==> src/rtl/seq_mul_unit_pkg.sv <==
// Shared definitions for the sequential shift-add multiplier: FSM encoding and ALU op code.
package seq_mul_unit_pkg;

  localparam int MUL_STATE_WIDTH = 2;
  localparam logic [1:0] ALUOP_MUL = 2'b11;

  typedef enum logic [MUL_STATE_WIDTH-1:0] {
    MUL_IDLE = 2'd0,
    MUL_RUN  = 2'd1,
    MUL_SIGN = 2'd2,
    MUL_DONE = 2'd3
  } mul_state_e;

  function automatic int cntWidth(input int n);
    return (n > 1) ? $clog2(n) : 1;
  endfunction

endpackage

==> src/rtl/seq_mul_unit_mul_step.sv <==
// One shift-add step: adds the multiplicand times a BITS_PER_CYCLE-wide multiplier digit
// to the running accumulator.
module mul_step #(
  parameter int WIDTH          = 32,
  parameter int BITS_PER_CYCLE = 1
) (
  input  logic [2*WIDTH-1:0]        acc_i,
  input  logic [2*WIDTH-1:0]        mcand_i,
  input  logic [BITS_PER_CYCLE-1:0] digit_i,
  output logic [2*WIDTH-1:0]        acc_o
);

  // mcand_i is already aligned to the digit's weight, so only the in-digit shift is applied here
  always_comb begin
    acc_o = acc_i;
    for (int j = 0; j < BITS_PER_CYCLE; j++) begin
      if (digit_i[j]) begin
        acc_o = acc_o + (mcand_i << j);
      end
    end
  end

endmodule

==> src/rtl/seq_mul_unit.sv <==
// Multi-cycle shift-add multiplier: magnitudes are multiplied unsigned over N RUN cycles,
// then the sign is applied in a single SIGN cycle before the result registers load.
module seq_mul_unit
  import seq_mul_unit_pkg::*;
#(
  parameter int WIDTH          = 32,
  parameter int BITS_PER_CYCLE = 1
) (
  input  logic             clk,
  input  logic             rst,
  input  logic             start_i,
  input  logic             signed_i,
  input  logic [WIDTH-1:0] a_i,
  input  logic [WIDTH-1:0] b_i,
  output logic             busy_o,
  output logic             done_o,
  output logic [WIDTH-1:0] result_lo_o,
  output logic [WIDTH-1:0] result_hi_o
);

  localparam int N  = WIDTH / BITS_PER_CYCLE;
  localparam int CW = cntWidth(N);
  localparam logic [CW-1:0] CNT_LAST = CW'(N - 1);

  mul_state_e         state_q, state_d;
  logic [2*WIDTH-1:0] mcand_q, mcand_d;
  logic [WIDTH-1:0]   mplier_q, mplier_d;
  logic [2*WIDTH-1:0] acc_q, acc_d;
  logic               neg_q, neg_d;
  logic [CW-1:0]      cnt_q, cnt_d;
  logic [WIDTH-1:0]   lo_q, lo_d;
  logic [WIDTH-1:0]   hi_q, hi_d;

  logic [WIDTH-1:0]   aMag, bMag;
  logic [2*WIDTH-1:0] stepAcc;
  logic [2*WIDTH-1:0] product;

  // The most-negative operand negates to itself, which read unsigned is exactly 2^(WIDTH-1)
  assign aMag = (signed_i && a_i[WIDTH-1]) ? (~a_i + WIDTH'(1)) : a_i;
  assign bMag = (signed_i && b_i[WIDTH-1]) ? (~b_i + WIDTH'(1)) : b_i;
  assign product = neg_q ? (~acc_q + (2*WIDTH)'(1)) : acc_q;

  mul_step #(
    .WIDTH         (WIDTH),
    .BITS_PER_CYCLE(BITS_PER_CYCLE)
  ) u_step (
    .acc_i  (acc_q),
    .mcand_i(mcand_q),
    .digit_i(mplier_q[BITS_PER_CYCLE-1:0]),
    .acc_o  (stepAcc)
  );

  always_comb begin
    state_d  = state_q;
    mcand_d  = mcand_q;
    mplier_d = mplier_q;
    acc_d    = acc_q;
    neg_d    = neg_q;
    cnt_d    = cnt_q;
    lo_d     = lo_q;
    hi_d     = hi_q;
    case (state_q)
      MUL_IDLE, MUL_DONE: begin
        if (start_i) begin
          state_d  = MUL_RUN;
          mcand_d  = {{WIDTH{1'b0}}, aMag};
          mplier_d = bMag;
          neg_d    = signed_i & (a_i[WIDTH-1] ^ b_i[WIDTH-1]);
          acc_d    = '0;
          cnt_d    = CNT_LAST;
        end else begin
          state_d = MUL_IDLE;
        end
      end
      MUL_RUN: begin
        acc_d    = stepAcc;
        mcand_d  = mcand_q << BITS_PER_CYCLE;
        mplier_d = mplier_q >> BITS_PER_CYCLE;
        if (cnt_q == '0) begin
          state_d = MUL_SIGN;
        end else begin
          cnt_d = cnt_q - CW'(1);
        end
      end
      MUL_SIGN: begin
        lo_d    = product[WIDTH-1:0];
        hi_d    = product[2*WIDTH-1:WIDTH];
        state_d = MUL_DONE;
      end
      default: state_d = MUL_IDLE;
    endcase
  end

  always_ff @(posedge clk or negedge rst) begin
    if (!rst) begin
      state_q  <= MUL_IDLE;
      mcand_q  <= '0;
      mplier_q <= '0;
      acc_q    <= '0;
      neg_q    <= 1'b0;
      cnt_q    <= '0;
      lo_q     <= '0;
      hi_q     <= '0;
    end else begin
      state_q  <= state_d;
      mcand_q  <= mcand_d;
      mplier_q <= mplier_d;
      acc_q    <= acc_d;
      neg_q    <= neg_d;
      cnt_q    <= cnt_d;
      lo_q     <= lo_d;
      hi_q     <= hi_d;
    end
  end

  assign busy_o      = (state_q == MUL_RUN) || (state_q == MUL_SIGN);
  assign done_o      = (state_q == MUL_DONE);
  assign result_lo_o = lo_q;
  assign result_hi_o = hi_q;

endmodule

==> config.mk <==
export PLATFORM = sky130hd
export DESIGN_NAME = seq_mul_unit
export DESIGN_NICKNAME = d
export VERILOG_FILES = /design/src/rtl/seq_mul_unit_pkg.sv /design/src/rtl/seq_mul_unit_mul_step.sv /design/src/rtl/seq_mul_unit.sv
export SDC_FILE = /design/constraint.sdc
export NUM_CORES = 1
export LEC_CHECK = 0
export CAP_MARGIN = 30
export CORE_MARGIN = 3
export CORE_UTILIZATION = 45
export DETAILED_ROUTE_END_ITERATION = 8
export SLEW_MARGIN = 20
export SYNTH_ARGS = -nofsm -noshare
export SYNTH_HDL_FRONTEND = slang
export SYNTH_SLANG_ARGS = --single-unit
==> constraint.sdc <==
create_clock -name clk -period 5.3 [get_ports clk]
set_clock_uncertainty 0.2 [all_clocks]
set_input_delay 1.06 -clock clk [delete_from_list [all_inputs] [get_ports clk]]
set_output_delay 1.06 -clock clk [all_outputs]
set_load 0.02 [all_outputs]
After elaboration in Yosys (flattened, before gate mapping)
Index checks and enable logic that the tools add are counted.
Widths: inputs -> output; s select.
{ "word_totals": {"reg_bits": 232, "latch_bits": 0, "mem_bits_rw": 0, "rom_bits": 0, "inputBits": 68, "word_cells": 52, "mem_count": 0} }
{ "classes": {"add_sub_neg": 5, "mul": 0, "div_mod_pow": 0, "order_cmp": 0, "n_eq_ne": 7, "shift": 0, "mux": 16, "bitwise_logic": 5, "reduce_logical": 11} }
{ "op_table": {"columns": ["cell", "count"], "rows": [
  ["$mux 64", 4],
  ["$pmux 64 s2", 2],
  ["$mux 32", 3],
  ["$add 32x1->32 const B", 2],
  ["$add 64x1->64 const B", 1],
  ["$add 64x64->64", 1],
  ["$not 32->32", 2],
  ["$not 64->64", 1],
  ["$pmux 32 s2", 1],
  ["$mux 5", 2],
  ["$pmux 5 s2", 1],
  ["$ne 2x2->1 const B", 4],
  ["$pmux 2 s3", 1],
  ["$reduce_and 3->1", 2],
  ["$logic_not 5->1", 1],
  ["$sub 5x1->5 const B", 1],
  ["$eq 2x2->1 const B", 2],
  ["$reduce_and 2->1", 2],
  ["$eq 2x1->1 const B", 1],
  ["$logic_and 1x1->1", 2],
  ["$logic_not 2->1", 1],
  ["$mux 2", 1],
  ["$reduce_bool 2->1", 1],
  ["$reduce_or 2->1", 1],
  ["4 further kinds", 4]
]} }

Longest topological paths before layout
{ "logic_depth": {"depth_word": 5, "mapped_depth": 13} }

Modules after synthesis
Synthesis repeated with hierarchy kept, for this count alone.
{ "unflattened": {"hier_cells": 2086, "hier_area_um2": 16971.3} }
{ "by_module_without_submodules": {"columns": ["module", "n_inst", "cells_per_inst", "area_each_um2", "seq_area_each_um2"], "rows": [
  ["seq_mul_unit", 1, 1404, 12191.7, 5805.6],
  ["mul_step", 1, 682, 4779.6, 0.0]
]} }

Least setup slack after synthesis
No wires, ideal clock.
{ "synth_timing": {"kind": "in2reg", "start": "in a_i[5]", "end": "reg mcand_q[29]", "arrival_ns": 3.905, "required_time_ns": 4.967, "setup_slack_ns": 1.061, "path_stages": 10, "n_path_buf": 0, "path_cell_list": "or4_1 > nor4_1 > nand2_1 > or4_1 > nor4_1 > nor4bb_1 > a31oi_1 > xor2_1 > mux2i_1 > o21ai_0"} }
{ "synth_between": {"elab_chain_cells": 5} }
{ "synth_rtl": {"columns": ["element", "line_no", "source"], "rows": [
  ["from (decl)", "seq_mul_unit.sv:13", "input logic [WIDTH-1:0] a_i,"],
  ["$not 32->32", "seq_mul_unit.sv:39", "assign aMag = (signed_i && a_i[WIDTH-1]) ? (~a_i + WIDTH'(1)) : a_i;"],
  ["$add 32x1->32", "seq_mul_unit.sv:39", null],
  ["$mux 32", "seq_mul_unit.sv:39", null],
  ["$mux 64", "seq_mul_unit.sv:64", "if (start_i) begin"],
  ["$pmux 64 s2", "seq_mul_unit.sv:62", "case (state_q)"],
  ["to (signal assigned)", "seq_mul_unit.sv:106", "mcand_q <= mcand_d;"],
  ["to (decl)", "seq_mul_unit.sv:26", "logic [2*WIDTH-1:0] mcand_q, mcand_d;"]
]} }
No other way between the ends. The select of a mux whose other input is x is not followed.
A chain may end at the register's enable or synchronous reset.

Final worst setup path
{ "layout_timing": {"start": "in a_i[3]", "end": "reg mcand_q[29]"} }
Same word-level chain as after synthesis.

==> flow_summary_export.csv <==
group,metric,value,unit
status,status,"complete, no violations",
yosys,synth_edf_count,0,
power_and_ir_drop,p_int,5940,uW
cts,cts_root_buffer,"clkbuf_16",
sta,setup_violations,0,
cts,cts_resized,0,
yosys,seq_area_frac_synth,37.3,%
final_layout,regArea,5810,um2
global_route,antenna_found_initial,0,
cts,cts.sinks,232,
sta,finalCritPeriodShare,87.1,%
yosys,yosys_register_bits,232,
setup_path,r2r_slack,0.99,ns
setup_path,crit_required,5.50,ns
setup_path,arrival,4.82,ns
sta,max_freq,0.217,GHz
yosys,synth_cell_types,74,
flow_run,max-cap-violations,0,
final_layout,final_area,18300,um2
sta,fin_crit,4.62,ns
cts,hold_buffers,0,
placed_design,gp_congestion,0.943,
yosys,synth_fa_ha_area_share,5.84,%
global_route,grt_pass1_vias,12692,
power_and_ir_drop,power.switching,4760,uW
global_route,grt_usage,23.4,%
global_route,grt_max_degree,131,
power_and_ir_drop,p_clk_share,18.9,%
routing,vias,13804,
setup_path,crit_fanout,5,
floorplan,fp.dieW,192,um
yosys,synth_compound_area_share,21.6,%
sta,slew_viol_final,0,
yosys,synth_cells,1888,
cts,clkTransAtPathRegs,0.05,ns
cts,clock_path_buffers,3,
power_and_ir_drop,p_per_area,586,nW/um2
global_route,grt_pass1_wl,69.8,mm
setup_path,critical_path_class,"primary input to register",
setup_path,startpoint_type,"primary input",
cts,clk_latency,0.55,ns
sta,hold_viol,0,
cts,cts_buffers,28,
routing,drt-pass1-iter-count,5,
placed_design,io_buffers,133,
routing,vias_per_cell,5.68,
yosys,synth_area_leaders,"dfrtp_1, nand2_1, o21ai_0, a21oi_1, xor2_1",
yosys,yosysMostFrequentCell,"nand2_1",
power_and_ir_drop,switching_share,44.5,%
final_layout,multi_input_area,9310,um2
yosys,ys_warn_count,0,
floorplan,coreArea,33800,um2
sta,worst_pin_slew,0.869,ns
yosys,synth.area.mux_share,2.97,%
placed_design,place_hpwl,32.9,mm
final_layout,nFillCells,3145,
floorplan,initial_core_util,46.1,%
final_layout,fin_nets,2103,
floorplan,die_area,36900,um2
power_and_ir_drop,power_leakage,0.00824,uW
floorplan,die_y,192,um
yosys,syn-num-nets,2028,
routing,route.antenna.remaining_nets,0,
routing,routed_wl,43.1,mm
power_and_ir_drop,p_comb_share,53.2,%
yosys,yosysTopAreaCell,"dfrtp_1",
hold_path,hold_path_class,"register to register",
cts,cts_setup_buffers,0,
cts,htreeDepth,1,
sta,hold_ws,0.279,ns
power_and_ir_drop,seqPwrFrac,27.9,%
yosys,syn_area,15600,um2
yosys,synth-main-ff-cell,"dfrtp_1",
power_and_ir_drop,ir_drop,0.000622,V
yosys,synth_commonest_cells,"nand2_1, dfrtp_1, o21ai_0, a21oi_1, nor2_1",
yosys,yosysTopAreaCellShare,37.3,%
yosys,synth_xor_area_share,9.73,%
floorplan,row_count,67,
yosys,synthSimpleGateAreaFrac,19.3,%
yosys,synth_top_family_by_area,"compound AO/OA/AOI/OAI gates",
final_layout,fin_util,54.0,%
placed_design,place_area,17300,um2
yosys,synth.avg_cell_area,8.24,um2
final_layout,area_growth,17.3,%
setup_path,cp-end-kind,"register",
floorplan,io_pins,134,
final_layout,drive_gt1_share,6.10,%
sta,fin_setup_tns,0,ns
sta,setup_slack,0.682,ns
routing,drc,0,
global_route,gr-total-overflow,0,
cts,cts_tree,"done",
sta,slew_headroom,42.1,%
yosys,async_flop_share,100,%
routing,drt_iter0_markers,1137,
sta,grt_setup_unrepaired,"false",
placed_design,pre_cts_slack,0.149,ns
routing,routedWlPerCell,17.7,um
## final cells by class
class,instances,area share (%)
repair buffers,149,8.12
inverters,30,0.617
multi-input cells,1522,51.0
clock inverters,10,0.850
flip-flops and latches,232,31.8
diodes,1,0.0137
clock buffers,40,4.53
well taps,448,3.07
## path summary, 6_finish.rpt
kind / from / to / cells past startpoint
worst max-delay path: a_i[3] / mcand_q[29] / 12
worst min-delay path: mplier_q[30] / mplier_q[30] / 2
worst max register to register: acc_q[12] / result_hi_o[31] / 10
worst min register to register: mplier_q[30] / mplier_q[30] / 2
max in group asynchronous: rst / mplier_q[3] / 2
min in group asynchronous: rst / result_hi_o[22] / 1
## power by group through the flow
stage                     Sequential, uW  Clock, uW  Combinational (uW)
final                               2990       2020                5690
after global routing                3070       2140                6340
after CTS                           2980       2060                5710
after detailed placement            3000          0                5680
after global placement              2980          0                5610
after floorplan                     3030          0                3820
## per-stage QoR
step	total power, uW	cells
final	10700	2432
after global routing	11500	2431
after CTS	10700	2431
after detailed placement	8680	2381
after global placement	8590	2381
after floorplan	6850	1888
## cell families (layout without fill, tap and decap cells)
family,after synthesis,in the layout
AO/OA/AOI/OAI,568,568
XOR/XNOR,173,173
adder cells (fa/ha/maj),72,72
buffers and inverters,134,229
flip-flops,232,232
multiplexers,42,42
other,0,1
AND/OR/NAND/NOR,667,667
## registers in the layout, indices dropped and copies added, names as in the netlist
| name | count |
|---|---|
| acc_q | 64 |
| mcand_q | 64 |
| mplier_q | 32 |
| result_hi_o | 32 |
| result_lo_o | 32 |
| cnt_q | 5 |
| state_q | 2 |
| neg_q | 1 |
## routing by layer
metal	vias to the layer above	GRT usage [%]	part of all wire (%)
met5	-	0	0
met4	0	4.01	1.5
met3	45	2.96	7.1
met2	411	32.2	39
met1	6462	38.8	52
li1	6886	-	-
## worst max-delay path, cell delays in order
cell	delay [ns]
clkdlybuf4s50_1	0.47
or4_1	0.57
nor4_1	0.42
nand2_1	0.13
or4_1	0.52
nor4_1	0.26
buf_4	0.17
nor4bb_1	0.62
a31oi_1	0.20
xor2_1	0.18
mux2i_1	0.13
o21ai_0	0.10
## cell usage in the layout (no fill, tap or decap), types with 35 or more instances in the layout
master             n
xor2_1           103
nor2_1           146
dfrtp_1          231
a21oi_1          185
a21o_1            35
xnor2_1           70
nand3_1           53
clkdlybuf4s50_1  132
o21ai_0          207
nand2_1          312
ha_1              69
Note: power is estimated with default switching activity, not from simulation.
